`config.mk`:
```
export PLATFORM = sky130hd
export DESIGN_NAME = mb32_mul_arbiter
export DESIGN_NICKNAME = d
export VERILOG_FILES = /design/src/rtl/mb32_mul_arbiter.sv
export SDC_FILE = /design/constraint.sdc
export NUM_CORES = 1
export LEC_CHECK = 0
export ABC_AREA = 1
export CAP_MARGIN = 20
export CORE_AREA = 4 4 256 258
export DETAILED_ROUTE_END_ITERATION = 16
export DIE_AREA = 0 0 260 262
export SYNTH_ARGS = -nofsm -noshare
export SYNTH_HDL_FRONTEND = slang
export SYNTH_SLANG_ARGS = --single-unit
```
`constraint.sdc`:
```
create_clock -name CLK -period 4.28 [get_ports CLK]
set_input_delay 0.856 -clock CLK [delete_from_list [all_inputs] [get_ports CLK]]
set_output_delay 0.856 -clock CLK [all_outputs]
set_load 0.05 [all_outputs]
```
`src/rtl/mb32_mul_arbiter.sv`:
```
// Round-robin front end that shares one pipelined Booth multiplier among NREQ requesters.
// Tags ride alongside the datapath so each product lands in its requester's one-entry buffer.

module mb32_rsp_slot #(
    parameter int W2 = 64
) (
    input  logic          CLK,
    input  logic          RST,
    input  logic          grant,
    input  logic          fill,
    input  logic [W2-1:0] fill_product,
    input  logic          rsp_ready,
    output logic          slot_busy,
    output logic          rsp_valid,
    output logic [W2-1:0] rsp_product
);
    // slot_busy spans grant through response handshake, so one pair per requester at most
    always_ff @(posedge CLK) begin
        if (RST) begin
            slot_busy   <= 1'b0;
            rsp_valid   <= 1'b0;
            rsp_product <= '0;
        end else begin
            if (rsp_valid && rsp_ready) begin
                slot_busy <= 1'b0;
                rsp_valid <= 1'b0;
            end
            if (grant)
                slot_busy <= 1'b1;
            if (fill) begin
                rsp_valid   <= 1'b1;
                rsp_product <= fill_product;
            end
        end
    end
endmodule

module mb32_mul_arbiter #(
    parameter int WIDTH    = 32,
    parameter int NREQ     = 4,
    parameter int PIPE_LAT = 2
) (
    input  logic                      CLK,
    input  logic                      RST,
    input  logic [NREQ-1:0]           req_valid,
    output logic [NREQ-1:0]           req_ready,
    input  logic [NREQ*WIDTH-1:0]     req_a,
    input  logic [NREQ*WIDTH-1:0]     req_b,
    output logic [NREQ-1:0]           rsp_valid,
    input  logic [NREQ-1:0]           rsp_ready,
    output logic [NREQ*2*WIDTH-1:0]   rsp_product,
    output logic                      mul_issue,
    output logic [WIDTH-1:0]          mul_a,
    output logic [WIDTH-1:0]          mul_b,
    input  logic [2*WIDTH-1:0]        mul_product,
    output logic                      busy
);
    localparam int IDW = (NREQ > 1) ? $clog2(NREQ) : 1;

    logic [IDW-1:0]              rr_ptr, gnt_id, idx;
    logic                        gnt_any;
    logic [NREQ-1:0]             gnt, eligible, slot_busy, fill;
    logic [WIDTH-1:0]            a_arr [NREQ];
    logic [WIDTH-1:0]            b_arr [NREQ];
    logic [PIPE_LAT:1]           vld_pipe;
    logic [PIPE_LAT:1][IDW-1:0]  id_pipe;

    assign eligible = req_valid & ~slot_busy;

    // first eligible requester at or after rr_ptr wins; nothing is granted during reset
    always_comb begin
        gnt     = '0;
        gnt_id  = '0;
        gnt_any = 1'b0;
        idx     = '0;
        for (int k = 0; k < NREQ; k++) begin
            idx = IDW'((int'(rr_ptr) + k) % NREQ);
            if (!gnt_any && eligible[idx]) begin
                gnt_any  = 1'b1;
                gnt[idx] = 1'b1;
                gnt_id   = idx;
            end
        end
        if (RST) begin
            gnt     = '0;
            gnt_id  = '0;
            gnt_any = 1'b0;
        end
    end

    assign req_ready = gnt;
    assign mul_issue = gnt_any;
    assign mul_a     = gnt_any ? a_arr[gnt_id] : '0;
    assign mul_b     = gnt_any ? b_arr[gnt_id] : '0;

    always_ff @(posedge CLK) begin
        if (RST) begin
            rr_ptr   <= '0;
            vld_pipe <= '0;
            id_pipe  <= '0;
        end else begin
            if (gnt_any)
                rr_ptr <= (gnt_id == IDW'(NREQ-1)) ? '0 : gnt_id + IDW'(1);
            vld_pipe[1] <= gnt_any;
            id_pipe[1]  <= gnt_id;
            for (int s = 2; s <= PIPE_LAT; s++) begin
                vld_pipe[s] <= vld_pipe[s-1];
                id_pipe[s]  <= id_pipe[s-1];
            end
        end
    end

    // the tail tag lines up with the product leaving the datapath this cycle
    for (genvar i = 0; i < NREQ; i++) begin : g_slot
        assign a_arr[i] = req_a[i*WIDTH +: WIDTH];
        assign b_arr[i] = req_b[i*WIDTH +: WIDTH];
        assign fill[i]  = vld_pipe[PIPE_LAT] && (id_pipe[PIPE_LAT] == IDW'(i));

        mb32_rsp_slot #(.W2(2*WIDTH)) u_slot (
            .CLK          (CLK),
            .RST          (RST),
            .grant        (gnt[i]),
            .fill         (fill[i]),
            .fill_product (mul_product),
            .rsp_ready    (rsp_ready[i]),
            .slot_busy    (slot_busy[i]),
            .rsp_valid    (rsp_valid[i]),
            .rsp_product  (rsp_product[i*2*WIDTH +: 2*WIDTH])
        );
    end

    assign busy = !RST && ((|vld_pipe) || (|rsp_valid));
endmodule

```
Yosys cells after proc, flatten, opt, wreduce, memory -nomap -nowiden
Index checks and enable logic that the tools add are counted.
Operators by class
  order comparisons: 9
  multiplexer cells: 52
  add/subtract/negate cells: 4
  reduce and logical (&&, ||, !) cells: 32
  bitwise gates (word level): 6
  equal/unequal tests: 4
Operator list (count)
  $mux W32: 6
  $bmux W32 S2: 2
  $mux W1: 25
  $mux W4: 5
  $logic_and A1 B1 Y1: 16
  $reduce_bool A2 Y1: 8
  $lt A2 B3 Y1 const B: 4
  $mux W2: 6
  $or A4 B4 Y4: 3
  $bmux W1 S2: 4
  $demux W1 S2: 4
  $ge A2 B1 Y1 const B: 4
  $eq A2 B2 Y1 const B: 3
  $add A2 B1 Y2 const B: 2
  $add A2 B2 Y2 const B: 2
  $and A4 B4 Y4: 1
  $logic_not A1 Y1: 4
  $not A4 Y4: 1
  $reduce_or A4 Y1: 1
  $ge A3 B3 Y1 const B: 1
  $not A2 Y3: 1
  $eq A2 B1 Y1 const B: 1
  $logic_not A2 Y1: 1
  $reduce_or A2 Y1: 1
  $logic_or A1 B1 Y1: 1
Word-level totals
  logic and storage cells: 123
  input port bits: 330
  register bits: 272

Depth between registers and ports, before layout
  depth in word-level cells: 20
  mapped depth: 16

Cells and area by module
Synthesis repeated with hierarchy kept, for this count alone.
Unflattened totals
  cells, all modules: 2040
  area total of the unflattened synthesis: 13457.9 µm²
By module, submodules not included
  mb32_rsp_slot: cells each 287, instances 4, area an instance 2319.7 µm²
  mb32_mul_arbiter: cells each 892, instances 1, area an instance 4179.0 µm²

Least setup slack after synthesis
No wires, ideal clock.
  path type: register -> output
  from: register rr_ptr[1]
  to: output port mul_a[10]
  cell stages (with the launch flop): 14
  path slack: 0.603 ns
  arrival: 2.821 ns
  path buffers: 2
  cell sequence: dfxtp_1 -> inv_1 -> ha_1 -> inv_1 -> nand3_1 -> nand2_2 -> nand3_1 -> nand3_1 -> nand3_2 -> buf_2 -> buf_2 -> nand2_1 -> nand3_1 -> a21oi_1
On the way
  longest elaborated chain between the ends: 18
Ends and longest elaborated chain
  from (decl): RTL line 60  | logic [IDW-1:0] rr_ptr, gnt_id, idx;
  from (signal assigned): RTL line 103  | rr_ptr <= (gnt_id == IDW'(NREQ-1)) ? '0 : gnt_id + IDW'(1);
  parallel branches: the longest is 17 deep, another holds $add A2 B1 Y2
  $mux W32 (*): RTL line 93  | assign mul_a = gnt_any ? a_arr[gnt_id] : '0;
  to (decl): RTL line 53  | output logic [WIDTH-1:0] mul_a,
Every way passes the cells marked *. The select of a mux whose other input is x is not followed.

Worst setup path in the final report
  from: input port req_valid[0]
  to: output port mul_a[18]
On the way
  longest elaborated chain between the ends: 19
Ends and longest elaborated chain
  from (decl): RTL line 45  | input logic [NREQ-1:0] req_valid,
  $and A4 B4 Y4 (*): RTL line 68  | assign eligible = req_valid & ~slot_busy;
  $bmux W1 S2: RTL line 78  | if (!gnt_any && eligible[idx]) begin
  $mux W1 (not written as such): RTL line 78
  $mux W1: RTL line 78
  $logic_not A1 Y1: RTL line 78
  $logic_and A1 B1 Y1: RTL line 78
  $mux W1: RTL line 78
  $logic_not A1 Y1: RTL line 78
  (+2 left out)
  $logic_not A1 Y1: RTL line 78
  $logic_and A1 B1 Y1: RTL line 78
  $mux W2: RTL line 78
  $mux W2: RTL line 84  | if (RST) begin
  $not A2 Y3 (not written as such): RTL line 93
  $bmux W32 S2: RTL line 93
  $mux W32 (not written as such) (2 in a row): RTL line 93
  $mux W32 (*): RTL line 93
Every way passes the cells marked *; elsewhere a longest branch is shown, timed or not. The select of a mux whose other input is x is not followed.

==> flow_summary.ini <==
[place]
gp_congestion = 0.9707
io_buffers = 659
dpl.hpwl_microns = 49080

[critical_path]
worstPathRequired_ns = 3.42
slowest_delay_ns = 0.50
crit_path_top_delay_cell = clkdlybuf4s50_1
cpMostUsedCell = nand2_1
cp_max_fo = 20
startpoint_type = input port
worstReg2RegStart = rr_ptr[0]
criticalPathCategory = input port to output pin
crit_arrival_ns = 3.24
end_kind = output pin
crit_chain = clkdlybuf4s50_1 -> nand3_1 -> nand2_1 -> nand2_1 -> nand2_2 -> nand4_4 -> nand2_4 -> nand3_4 -> buf_4 -> nand2_1 -> nand3_1 -> a21oi_1 -> buf_12
reg2reg_depth = 11
r2r-end = rr_ptr[1]
r2r_setup_slack_ns = 1.98
cpLargestDelayFamily = simple AND/OR/NAND/NOR gates
crit_buf_inv = 3

[global_route]
grt_usage_pct = 18.57
use_met3_pct = 5.474
grt_pass1_wl_microns = 98410
grt_max_degree = 91
grt_pass1_vias = 15050
grt.overflow.total = 0
gr-usage-met1_pct = 21.44
use_met2_pct = 33.24
antenna_found_initial = 5
grt-busiest-layer = met2

[yosys]
synth-seq-cells = 272
synth.distinct_cells = 23
async_flop_share_pct = 0
synthCells = 2074
syn_nets = 2413
synthTopCellsByArea = dfxtp_1 40%, inv_1 9.7%, nand3_1 7.8%, a21oi_1 7.5%, o21ai_0 7.4%
avgSynthCellArea_sq_um = 6.538
synth_edf_count = 0
synth_top_cell_area_share_pct = 40.16
yosys_warnings = 0
synthesis.area_sq_um = 13560
yosysSeqAreaShare_pct = 40.16
ys_top_cells_by_count = 352 x inv_1, 272 x dfxtp_1, 264 x nor2_1
yosys.area.top_type = dfxtp_1
synth_most_common_cell = inv_1
synthFlopType = dfxtp_1

[timing]
setup_violations = 0
maxSlewViolCount = 0
tns_ns = 0
relSlewSlack_pct = 42.74
hold_viol_final = 0
skew_ns = 0.01817
holdWs_ns = 0.4202
min_period_over_period_pct = 95.61
worstMarginPinSlew_ns = 0.8589
fin_crit_ns = 4.092
fmax_mhz = 244.4
rsz0062_at_grt = false

[clocking]
cts_buffers = 29
clk_latency_ns = 0.57
clock-sinks = 272
h-tree-depth = 1
cts_setup_buffers = 0
cts_tree = done
clock_path_buffers = 3
clkTransAtPathRegs_ns = 0.06
cts_root_buf = clkbuf_16

[routing]
postRouteAntennaNets = 0
drt_first_pass_iters = 6
vias_per_cell = 4.475
wl_per_cell_microns = 19.45
wirelength_microns = 67990
first_iter_violations = 1043
dr_total_vias = 15640
drc = 0

[job]
cap_violations = 0

[hold_path]
hp-start = id_pipe[1]
hold_path.class = flop to flop
whs_endpoint = id_pipe[3]
hold_depth = 2

[pwr]
power_leakage_nw = 9.589
total_power_mw = 15.02
p_per_area_nw_per_um2 = 664.2
peakVddDrop_mv = 0.6318

[die]
ios = 660
core_area_sq_um = 62970
rows = 92
die_area_sq_um = 68120
initial_core_util_pct = 21.54
die_h_microns = 262
die_w_microns = 260

[cells_and_area]
area_growth_pct = 66.77
utilization_pct = 35.92
fin_nets = 2963
drive_above_1_share_pct = 6.951
fillers = 6626

[status]
outcome = completed
-- stage by stage --
stage               area, sq um  instances  worst slack (ns)
finish                    22620       3496            0.1878
global route              22610       3495           0.01784
CTS                       22580       3492            0.1062
detailed placement        21630       3438            0.2077
global placement          21610       3437            0.2132
floorplan                 13560       2074            0.6029
-- cells by family after synthesis --
family	count (synthesis)	synth area share (%)
and+or+nand+nor	855	28.50
buffers and inverters	534	15.60
AOI/OAI and AO/OA	404	14.91
DFF	272	40.15
adders and majority gates	9	0.8304
-- power by group --
group          switching, mW  leakage, nW  internal [mW]
Combinational           6.04         6.91           3.54
Clock                   1.13        0.469           1.41
Sequential             0.136         2.21           2.76
Total                   7.31         9.59           7.71
-- state kept, by name, indices dropped and copies added, names as in the netlist --
signal / cells
g_slot.u_slot.rsp_valid: 4
id_pipe: 4
g_slot.u_slot.slot_busy: 4
g_slot.u_slot.rsp_product: 256
rr_ptr: 2
vld_pipe: 2
-- final cells by class --
| class | instances | area, sq um | area share, % |
|---|---|---|---|
| inverters | 355 | 1343 | 5.936 |
| well taps | 846 | 1059 | 4.681 |
| clock inverters | 15 | 135.1 | 0.5975 |
| repair buffers | 698 | 7736 | 34.21 |
| clock buffers | 39 | 813.3 | 3.596 |
| diodes | 3 | 7.507 | 0.03320 |
| multi-input cells | 1268 | 6073 | 26.85 |
| flip-flops and latches | 272 | 5449 | 24.09 |
-- timing repair --
| item | in CTS | in global routing |
|---|---|---|
| gates resized for setup | 0 | 2 |
| endpoints found under the setup margin | 0 | 31 |
| hold endpoints to repair | 0 | 0 |
| hold buffers | 0 | 0 |
-- per-layer routing --
| metal | share of wire, % | vias to the layer above |
|---|---|---|
| met5 | 0.025 | - |
| met1 | 38 | 7205 |
| met4 | 3.0 | 2 |
| met3 | 8.8 | 93 |
| met2 | 50 | 602 |
| li1 | - | 7741 |
-- worst max-delay path by stage --
| stage | startpoint | end | slack (ns) | cells after the start |
|---|---|---|---|---|
| detailed placement | req_valid[0] | mul_b[14] | 0.21 | 13 |
| global route | req_valid[1] | mul_b[0] | 0.02 | 12 |
| finish | req_valid[0] | mul_a[18] | 0.19 | 13 |
| global placement | req_valid[1] | mul_b[0] | 0.21 | 12 |
| floorplan | rr_ptr[1] | mul_a[10] | 0.60 | 13 |
| CTS | rr_ptr[1] | mul_b[14] | 0.11 | 13 |
-- worst reg2reg max path, stage by stage (launching register included) --
cell     delay, ns
dfxtp_1       0.39
inv_4         0.09
ha_1          0.36
inv_1         0.12
nand3_1       0.09
nand2_2       0.12
nand3_1       0.14
o21ai_4       0.28
buf_12        0.25
inv_1         0.19
nand2_1       0.11
a21oi_1       0.06
-- placed cells by master (no fill, tap or decap), drive strengths merged --
| cell type | netlist | final |
|---|---|---|
| clkbuf | 101 | 39 |
| nor4 | 1 | 1 |
| clkdlybuf4s50 | 0 | 588 |
| nand4 | 130 | 130 |
| buf | 78 | 110 |
| nor2 | 264 | 264 |
| inv | 355 | 359 |
| a21oi | 203 | 203 |
| diode | 0 | 3 |
| clkinv | 0 | 8 |
| nand2 | 242 | 242 |
| o21ai | 201 | 201 |
| ha | 9 | 9 |
| nor3 | 1 | 1 |
| dfxtp | 272 | 272 |
| bufinv | 0 | 1 |
| nand3 | 217 | 217 |
| clkinvlp | 0 | 2 |
(Power assumes the default switching activity.)
